`config.mk`:
```
export PLATFORM = sky130hd
export DESIGN_NAME = axis_deadlock_monitor_n
export DESIGN_NICKNAME = d
export VERILOG_FILES = /design/src/rtl/axis_deadlock_monitor_n.sv
export SDC_FILE = /design/constraint.sdc
export NUM_CORES = 1
export LEC_CHECK = 0
export BUFFER_PORTS_ARGS = -buffer_cell sky130_fd_sc_hd__clkbuf_2
export CORE_MARGIN = 2
export CORE_UTILIZATION = 44
export CTS_CLUSTER_SIZE = 16
export DETAILED_ROUTE_END_ITERATION = 7
export PLACE_DENSITY = 0.71
export SYNTH_ARGS = -nofsm -noshare
export SYNTH_HDL_FRONTEND = slang
export SYNTH_SLANG_ARGS = --single-unit
```
`constraint.sdc`:
```
create_clock -name kernel_monitor_clock -period 1.8 [get_ports kernel_monitor_clock]
set_input_delay 0.09 -clock kernel_monitor_clock [delete_from_list [all_inputs] [get_ports kernel_monitor_clock]]
set_output_delay 0.09 -clock kernel_monitor_clock [all_outputs]
set_load 0.02 [all_outputs]
```
`src/rtl/axis_deadlock_monitor_n.sv`:
```
// axis_deadlock_monitor_n: confirms and latches a kernel stall across NUM_AXIS stream ports and NUM_INST sub-instances
// Ports: kernel_monitor_clock/kernel_monitor_reset (sync, active-high); axis_block_sigs, inst_idle_sigs,
//   inst_block_sigs, clear in; block, deadlock, blocked_axis, unreached_axis, first_axis_idx,
//   first_axis_vld, block_cycles out. DLMON_BLOCK_CNT_EN enables the saturating block_cycles counter.
module axis_deadlock_monitor_n #(
   parameter int NUM_AXIS      = 2,
   parameter int NUM_INST      = 2,
   parameter int START_DELAY   = 10,
   parameter int STABLE_CYCLES = 2,
   parameter int CNT_W         = 16
) (
   input  logic                          kernel_monitor_clock,
   input  logic                          kernel_monitor_reset,
   input  logic [NUM_AXIS-1:0]           axis_block_sigs,
   input  logic [NUM_INST-1:0]           inst_idle_sigs,
   input  logic [NUM_INST-1:0]           inst_block_sigs,
   input  logic                          clear,
   output logic                          block,
   output logic                          deadlock,
   output logic [NUM_AXIS-1:0]           blocked_axis,
   output logic [NUM_AXIS-1:0]           unreached_axis,
   output logic [$clog2(NUM_AXIS):0]     first_axis_idx,
   output logic                          first_axis_vld,
   output logic [CNT_W-1:0]              block_cycles
);
   localparam int IW = $clog2(NUM_AXIS) + 1;
   localparam int DW = $clog2(START_DELAY + 1);
   localparam int CW = $clog2(STABLE_CYCLES + 1);
   typedef enum logic [1:0] {ARM, WATCH, CONFIRM, LOCKED} state_t;
   state_t state;
   logic [DW-1:0] delay_cnt;
   logic [CW-1:0] confirm_cnt;
   logic raw, lock_now, low_vld;
   logic [IW-1:0] low_idx;
   assign raw = (|axis_block_sigs | |inst_block_sigs) & (|axis_block_sigs | &(inst_idle_sigs | inst_block_sigs));
   assign lock_now = raw && !clear && ((state == WATCH && STABLE_CYCLES == 1) ||
                     (state == CONFIRM && confirm_cnt == CW'(STABLE_CYCLES - 1)));
   always_comb begin
      low_idx = '0;
      low_vld = 1'b0;
      for (int i = NUM_AXIS - 1; i >= 0; i--) begin
         low_idx = axis_block_sigs[i] ? IW'(i) : low_idx;
         low_vld = low_vld | axis_block_sigs[i];
      end
   end
   always_ff @(posedge kernel_monitor_clock) begin
      if (kernel_monitor_reset) begin
         state          <= ARM;
         delay_cnt      <= '0;
         confirm_cnt    <= '0;
         block          <= 1'b0;
         deadlock       <= 1'b0;
         blocked_axis   <= '0;
         unreached_axis <= '0;
         first_axis_idx <= '0;
         first_axis_vld <= 1'b0;
      end else begin
         block <= (state != ARM) && raw;
         if (lock_now) begin
            state          <= LOCKED;
            confirm_cnt    <= CW'(STABLE_CYCLES);
            deadlock       <= 1'b1;
            blocked_axis   <= axis_block_sigs;
            unreached_axis <= ~axis_block_sigs;
            first_axis_idx <= low_idx;
            first_axis_vld <= low_vld;
         end else begin
            case (state)
               ARM: begin
                  confirm_cnt <= '0;
                  if (delay_cnt == DW'(START_DELAY - 1)) state <= WATCH;
                  else delay_cnt <= delay_cnt + DW'(1);
               end
               WATCH: begin
                  state       <= (raw && !clear) ? CONFIRM : WATCH;
                  confirm_cnt <= (raw && !clear) ? CW'(1) : '0;
               end
               CONFIRM: begin
                  state       <= (raw && !clear) ? CONFIRM : WATCH;
                  confirm_cnt <= (raw && !clear) ? confirm_cnt + CW'(1) : '0;
               end
               default: if (clear) begin
                  state          <= WATCH;
                  confirm_cnt    <= '0;
                  deadlock       <= 1'b0;
                  blocked_axis   <= '0;
                  unreached_axis <= '0;
                  first_axis_idx <= '0;
                  first_axis_vld <= 1'b0;
               end
            endcase
         end
      end
   end
`ifdef DLMON_BLOCK_CNT_EN
   always_ff @(posedge kernel_monitor_clock) begin
      if (kernel_monitor_reset || clear) block_cycles <= '0;
      else if (block && !(&block_cycles)) block_cycles <= block_cycles + CNT_W'(1);
   end
`else
   assign block_cycles = '0;
`endif
endmodule

```
==> results.cfg, run 1 <==
[cells_and_area]
fin_util_pct = 50.7
drive_gt1_share_pct = 21.6
final_common_cell = conb_1
final_cell_mix = 17 x conb_1, 16 x clkbuf_2, 15 x dfxtp_1
antenna_cells = 0
area_growth_pct = 11.7
nNetsFinal = 156
fin_cells = 167

[critical_path]
regToRegStartpoint = state[0]$_SDFFE_PP0P_
crit_type = flip-flop to flip-flop
crit_chain = inv_1 -> ha_1 -> and3b_1 -> o31a_1 -> buf_4 -> nor2_1 -> a311oi_1
cpLargestDelayFamily = compound AO/OA/AOI/OAI gates
cp_slowest_cell = dfxtp_2
rrSetupSlack_ns = 0.15
worstPathArrival_ns = 1.85
cp_slowest_stage_delay_ns = 0.34
crit_required_ns = 2.00
startpoint = state[0]$_SDFFE_PP0P_
crit_buf_inv = 2
startpoint_type = flip-flop
cp_max_fo = 4
end_kind = flip-flop

[clocking]
ctsLongestPathBuffers = 2
clk_pin_slew_ns = 0.10
cts_sinks = 16
cts_tree = built
htreeDepth = 1
cts_inserted_buffers = 3
ctsHoldBuffers = 0
clk-insertion-delay-late_ns = 0.30
clock-root-buffer = clkbuf_4

[global_routing]
antenna_found_initial = 0
grt_pass1_wl_um = 2990
grt_max_degree = 18
grt_pass1_vias = 709
overflow = 0
grt_use_total_pct = 15.6

[sta]
finalSetupTns_ns = 0
setup_ws_ns = 0.146
drv_slew = 0
rsz0062_at_grt = no
fin_skew_ns = 0.00884
min_period_ns = 1.65
setup_violations = 0
period_share_pct = 91.9
hold_viol = 0
hold_ws_ns = 0.0448
fmax_ghz = 0.605

[pwr]
p_int_w = 0.000507
combPwrFrac_pct = 11.9
ir_drop_mv = 0.425
p_clk_share_pct = 35.3
power.share.sequential_pct = 52.8
p_sw_share_pct = 27.4
power.density_nw_per_um2 = 635
power_leakage_nw = 0.483
p_sw_w = 0.000192

[die]
start_util_pct = 45.4
fp.dieW_um = 51.3
fp.dieH_um = 51.3
die-area_um2 = 2630
io_pins = 34
rows = 17
core_um2 = 2170

[place]
routabilityCongestion = 0.754
hpwl_um = 1400
numPortBuffers = 16
dpl.cell_count = 160
dpl_worst_slack_ns = 0.0759

[route]
drc = 0
via_count = 842
wire_per_inst_um = 11.5
routed_wl_um = 1920
wl_met2_um = 917
via_per_inst = 5.04
firstDrtPassIters = 4
wl_met3_um = 74
top_layer = met4
ant_nets = 0
drt_iter0_drc = 16
m1WireLength_um = 876

[synth]
yosysSeqAreaShare_pct = 32.5
synth_edf_count = 0
synth.avg_cell_area_um2 = 8.34
synth_cell_types = 36
synth_warnings = 0
async_flop_share_pct = 0
ys_ff_latch = 16
syn-cell-area_um2 = 985
ys.flop_type = dfxtp_1
synth_cells = 118

[hold_path]
worstHoldStart = clear
hold_class = primary input to flip-flop

[run]
max_cap_viol_count = 0

[run_status]
status = completed
## registers in the layout, summed over array words and instances (netlist names)
register,cells
delay_cnt,4
blocked_axis,2
confirm_cnt,2
state,2
unreached_axis,2
block,1
deadlock,1
first_axis_idx,1
first_axis_vld,1
## final cells by class
class                      instances  area (um2)
clock buffer                       4        36.3
timing repair buffer              21         118
inverter                           6        22.5
multi-input combinational         92         567
sequential                        16         322
fill                             223        1070
tap                               28        35.0
## routing by layer
metal	GRT usage (%)	vias to the layer above
met5	0	-
met4	9.21	0
met3	2.63	5
met2	24.7	21
met1	19.7	392
li1	-	424
## synth_stat cells (2+ instances only)
library cell,instances,area (um2)
buf_4,17,128
dfxtp_1,16,320
a21oi_1,14,70.1
nand3_1,9,45.0
ha_1,7,87.6
nand2_1,7,26.3
inv_1,6,22.5
nor2_1,4,15.0
o21ai_0,4,20.0
a311oi_1,2,17.5
and2_1,2,12.5
clkbuf_1,2,7.51
nand3b_1,2,15.0
nor4_1,2,12.5
o21bai_1,2,15.0
or3_1,2,12.5
## worst reg2reg max path: stages (launching register included)
cell and delay, ns:
dfxtp_2 0.34, inv_1 0.09, ha_1 0.21, and3b_1 0.28
o31a_1 0.22, buf_4 0.14, nor2_1 0.04, a311oi_1 0.23
## through the flow
stage                     power, W  instance area [um2]
after CTS                 0.000700                 1070
after global placement    0.000456                 1040
final                     0.000698                 1100
after floorplan           0.000466                 1040
after global routing      0.000726                 1100
after detailed placement  0.000458                 1040
## power groups by stage
stage	clock, W	sequential (W)	combinational, W
floorplan	0	0.000375	0.0000913
global placement	0	0.000376	0.0000799
detailed placement	0	0.000377	0.0000813
CTS	0.000250	0.000368	0.0000814
global route	0.000264	0.000370	0.0000918
finish	0.000247	0.000369	0.0000833
## timing repair
item                       4_1_cts  5_1_grt
setup endpoints to repair        0        5
resized for setup                0        1
buffers inserted                 0        2
## kinds of logic after synthesis
| family | after synthesis | synth area share (%) |
|---|---|---|
| flip-flops | 16 | 32.5 |
| adder cells (fa/ha/maj) | 7 | 8.89 |
| multiplexers | 1 | 1.14 |
| buffers and inverters | 27 | 16.9 |
| AND/OR/NAND/NOR | 38 | 21.6 |
| AO/OA/AOI/OAI | 28 | 18.6 |
| other | 1 | 0.381 |
## worst paths after layout
kind                                               endpoint  depth (start not counted)
worst max register to register        state[0]$_SDFFE_PP0P_                          7
worst min-delay path            confirm_cnt[1]$_SDFFE_PP0P_                          2
worst min register to register        deadlock$_SDFFE_PP0P_                          2
worst max-delay path                  state[0]$_SDFFE_PP0P_                          7
Note: power is estimated with default switching activity, not from simulation.
==> inputs of run 2 (changes only) <==
- CORE_MARGIN: 2 -> 3
- CORE_UTILIZATION: 44 -> 48
- PLACE_DENSITY: 0.71 -> 0.74
- clock period: 1.8 -> 1.6 ns (I/O delays scaled with it)
==> results.cfg, run 2 (same netlist as run 1, synthesis figures left out) <==
[clocking]
clk_pin_slew_ns = 0.09
clk-insertion-delay-late_ns = 0.28
cts_sinks = 16
cts_inserted_buffers = 3
ctsLongestPathBuffers = 2
clock-root-buffer = clkbuf_4
htreeDepth = 1
ctsHoldBuffers = 0
cts_tree = built

[pwr]
p_sw_share_pct = 27.6
power.share.sequential_pct = 56.5
p_sw_w = 0.000200
combPwrFrac_pct = 15.0
p_clk_share_pct = 28.5
power.density_nw_per_um2 = 638
power_leakage_nw = 0.498
ir_drop_mv = 0.525
p_int_w = 0.000526

[sta]
fmax_ghz = 0.619
setup_violations = 1
setup_ws_ns = -0.0149
min_period_ns = 1.61
finalSetupTns_ns = -0.0149
hold_viol = 0
fin_skew_ns = 0.00588
period_share_pct = 101
drv_slew = 0

[cells_and_area]
antenna_cells = 0
drive_gt1_share_pct = 30.5
final_cell_mix = 17 x conb_1, 16 x clkbuf_2, 13 x dfxtp_1
largest_reg_flops = 4
fin_cells = 166
area_growth_pct = 15.6
regMostFlops = delay_cnt
final_common_cell = conb_1
fin_util_pct = 62.5
nNetsFinal = 159

[critical_path]
crit_required_ns = 1.76
end_kind = flip-flop
crit_type = flip-flop to flip-flop
startpoint_type = flip-flop
cp_max_fo = 7
worstPathArrival_ns = 1.77

[global_routing]
grt_max_degree = 18
grt_pass1_vias = 833
overflow = 0
grt_use_total_pct = 18.1
grt_pass1_wl_um = 3650
antenna_found_initial = 0

[route]
wire_per_inst_um = 13.1
via_per_inst = 5.30
firstDrtPassIters = 6
drc = 0
drt_iter0_drc = 14
routed_wl_um = 2170
ant_nets = 0
via_count = 879

[hold_path]
hold_class = primary input to flip-flop

[place]
numPortBuffers = 16
routabilityCongestion = 0.760
hpwl_um = 1590
dpl.cell_count = 161

[run_status]
violations = setup timing
status = finished, violations left

[die]
die-area_um2 = 2630
start_util_pct = 54.1
core_um2 = 1820
fp.dieH_um = 51.3
io_pins = 34
rows = 15
fp.dieW_um = 51.3

[run]
max_cap_viol_count = 0
[run 2: area by class of cell]
type | instances | area (um2)
multi-input cells | 91 | 587
repair buffers | 25 | 151
fillers | 186 | 682
well taps | 25 | 31.3
clock buffers | 3 | 22.5
flip-flops and latches | 16 | 324
inverters | 6 | 22.5
[run 2: worst paths after layout]
check,from,endpoint,slack [ns],cells after the start
setup / recovery,confirm_cnt[1]$_SDFFE_PP0P_,delay_cnt[0]$_SDFFE_PP0P_,-0.01,7
hold / removal,clear,confirm_cnt[1]$_SDFFE_PP0P_,0.05,2
setup reg to reg,confirm_cnt[1]$_SDFFE_PP0P_,delay_cnt[0]$_SDFFE_PP0P_,-0.01,7
hold reg to reg,deadlock$_SDFFE_PP0P_,deadlock$_SDFFE_PP0P_,0.46,2
[run 2: stage by stage]
step / hold WS (ns) / power (W) / area (um2) / worst slack [ns]
after floorplan: 0.159 / 0.000524 / 1060 / 0.00264
after global placement: 0.344 / 0.000520 / 1070 / 0.0674
after detailed placement: 0.344 / 0.000523 / 1070 / 0.00582
after CTS: 0.0373 / 0.000734 / 1100 / 0.00629
after global routing: 0.0568 / 0.000761 / 1140 / -0.0578
final: 0.0451 / 0.000726 / 1140 / -0.0149
[run 2: power groups by stage]
stage / clock network, W / logic [W] / registers [W]
final: 0.000207 / 0.000109 / 0.000411
after global routing: 0.000227 / 0.000122 / 0.000412
after CTS: 0.000219 / 0.000104 / 0.000411
after detailed placement: 0 / 0.000103 / 0.000420
after global placement: 0 / 0.000101 / 0.000420
after floorplan: 0 / 0.000103 / 0.000421
[run 2: repair_timing]
action | in CTS | in global routing
pin swaps | 0 | 1
gates resized for setup | 3 | 7
endpoints found under the setup margin | 1 | 7
buffers inserted | 0 | 2
[run 2: worst max-delay path, cell delays in order, from the launching register on]
cell	delay (ns)
dfxtp_2	0.34
inv_1	0.04
ha_1	0.18
and3b_2	0.23
o31a_1	0.16
buf_4	0.16
o21ai_0	0.27
a21oi_2	0.10
[run 2: layer usage]
layer,global-route usage [%],vias up,wire length (um)
met5,0,-,0
met4,4.80,0,60
met3,5.54,6,122
met2,30.7,32,1060
met1,22.2,415,933
li1,-,426,-
==> inputs of run 3 (changes only) <==
- ABC_AREA: default -> 1
- CORE_UTILIZATION: 48 -> 49
- PLACE_DENSITY: 0.74 -> 0.75
==> results.cfg, run 3 <==
[clocking]
cts_tree = built
ctsLongestPathBuffers = 2
cts_sinks = 16
post_cts_buffers = 0
clock-root-buffer = clkbuf_4
clk_pin_slew_ns = 0.09
htreeDepth = 1
ctsHoldBuffers = 0
cts_inserted_buffers = 3
cts-resized-gates = 0
clk-insertion-delay-late_ns = 0.28

[hold_path]
hold_path_depth = 2
worstHoldStart = axis_block_sigs[0]
whs_endpoint = unreached_axis[0]$_SDFFE_PP0P_
hold_class = primary input to flip-flop

[sta]
hold_viol = 0
period_share_pct = 87.1
fmax_ghz = 0.718
setup_violations = 0
finalSetupTns_ns = 0
min_period_ns = 1.39
drv_slew = 0
setup_ws_ns = 0.207
rsz0062_at_grt = no
fin_skew_ns = 0.00502

[route]
drt_iter0_drc = 21
via_count = 798
via_per_inst = 4.56
drc = 0
ant_nets = 0
routed_wl_um = 1670
wire_per_inst_um = 9.54
firstDrtPassIters = 4

[die]
core_um2 = 1820
fp.dieW_um = 51.2
start_util_pct = 54.9
rows = 15
fp.dieH_um = 51.2
die-area_um2 = 2620
io_pins = 34

[place]
dpl.cell_count = 172
hpwl_um = 1290
placed_area_um2 = 1020
routabilityCongestion = 0.794
numPortBuffers = 16
dpl_worst_slack_ns = 0.223

[synth]
yosys-top-cells-count = 28 x nand2_1, 17 x buf_4, 17 x inv_1
ys_ff_latch = 16
yosysMostFrequentCell = nand2_1
yosysSeqAreaShare_pct = 32.0
async_flop_share_pct = 0
synth_cell_types = 23
ys.flop_type = dfxtp_1
synth_top_cell_by_area = dfxtp_1
syn-cell-area_um2 = 1000
synth_top_cell_area_share_pct = 32.0
synth.avg_cell_area_um2 = 7.46
synth_edf_count = 0
synth.area.top_cells = dfxtp_1 32%, buf_4 13%, nand2_1 11%, ha_1 8.8%, a21oi_1 6.5%
synth_warnings = 0
synth_cells = 134

[cells_and_area]
final_common_cell = nand2_1
regMostFlops = delay_cnt
area_growth_pct = 4.76
fin_cells = 175
nNetsFinal = 168
largest_reg_flops = 4
final_cell_mix = 28 x nand2_1, 17 x inv_1, 17 x conb_1
drive_gt1_share_pct = 18.7
fillCellCount = 189
antenna_cells = 0
fin_area_um2 = 1050

[global_routing]
grt_use_total_pct = 13.7
grt_pass1_vias = 650
grt_pass1_wl_um = 2820
overflow = 0
antenna_found_initial = 0
grt_max_degree = 19

[critical_path]
worstPathArrival_ns = 1.56
crit_type = flip-flop to flip-flop
startpoint_type = flip-flop
r2r_cells = 8
crit_required_ns = 1.76
end_kind = flip-flop
regToRegStartpoint = state[0]$_SDFFE_PP0P_
cp_max_fo = 18
worstReg2RegEnd = delay_cnt[2]$_SDFFE_PP0P_
rrSetupSlack_ns = 0.21

[run_status]
status = completed

[pwr]
power_leakage_nw = 0.527
ir_drop_mv = 0.651
power.density_nw_per_um2 = 1100
finalPower_w = 0.00115

[run]
max_cap_viol_count = 0
## run 3: changes by cell type after synthesis, sizes merged, moves of 3 or more
cell | previous run | this run
inv | 6 | 19
nand3 | 9 | 12
nand2 | 7 | 29
nor2 | 4 | 8
## run 3: worst max path at each step
stage                           from                          end  slack [ns]  cells past startpoint
2_1_floorplan  state[0]$_SDFFE_PP0P_        state[1]$_SDFFE_PP0P_        0.37                      9
3_3_place_gp   state[0]$_SDFFE_PP0P_  confirm_cnt[1]$_SDFFE_PP0P_        0.25                      8
3_5_place_dp   state[0]$_SDFFE_PP0P_    delay_cnt[2]$_SDFFE_PP0P_        0.22                      8
4_1_cts        state[0]$_SDFFE_PP0P_    delay_cnt[2]$_SDFFE_PP0P_        0.20                      8
5_1_grt        state[0]$_SDFFE_PP0P_        state[1]$_SDFFE_PP0P_        0.06                      9
6_report       state[0]$_SDFFE_PP0P_    delay_cnt[2]$_SDFFE_PP0P_        0.21                      8
## run 3: power by group
group	internal, W	leakage, nW	switching (W)	total [W]
sequential	0.000454	0.130	0.0000522	0.000507
combinational	0.000154	0.384	0.000283	0.000436
clock	0.0000872	0.0138	0.000118	0.000205
total	0.000695	0.527	0.000453	0.00115
## run 3: per-layer routing
metal	vias to the layer above	track usage, %	wire length (um)
li1	417	-	-
met1	348	18.6	774
met2	29	21.2	740
met3	4	3.21	141
met4	0	4.04	14
met5	-	0	0
## run 3: cell families after synthesis
family / Yosys count / synth area share, %
simple gates: 53 / 25.3
fa+ha+maj: 7 / 8.76
buf+inv: 38 / 21.8
compound gates: 17 / 10.0
xor+xnor: 2 / 1.75
flops: 16 / 32.0
other cells: 1 / 0.375
## run 3: worst max-delay path, stage by stage (launching register included)
cell and delay (ns):
dfxtp_1 0.39, inv_1 0.08, ha_1 0.22, nand2_1 0.07
inv_1 0.06, nand3_4 0.19, nand2_1 0.13, nand2_1 0.09
a21oi_2 0.05
## run 3: metrics by stage
stage          utilization, %  hold slack (ns)
5_1_grt                  57.5           0.0387
3_5_place_dp             56.3            0.323
2_1_floorplan               -            0.149
4_1_cts                  57.5           0.0186
3_3_place_gp             56.3            0.320
6_report                 57.5           0.0215
## run 3: layout make-up
cell class                 instances  area [um2]  area share, %
multi-input combinational         96         522           49.8
sequential                        16         320           30.6
timing repair buffer              16        80.1           7.65
inverter                          19        71.3           6.81
tap                               25        31.3           2.99
clock buffer                       3        22.5           2.15
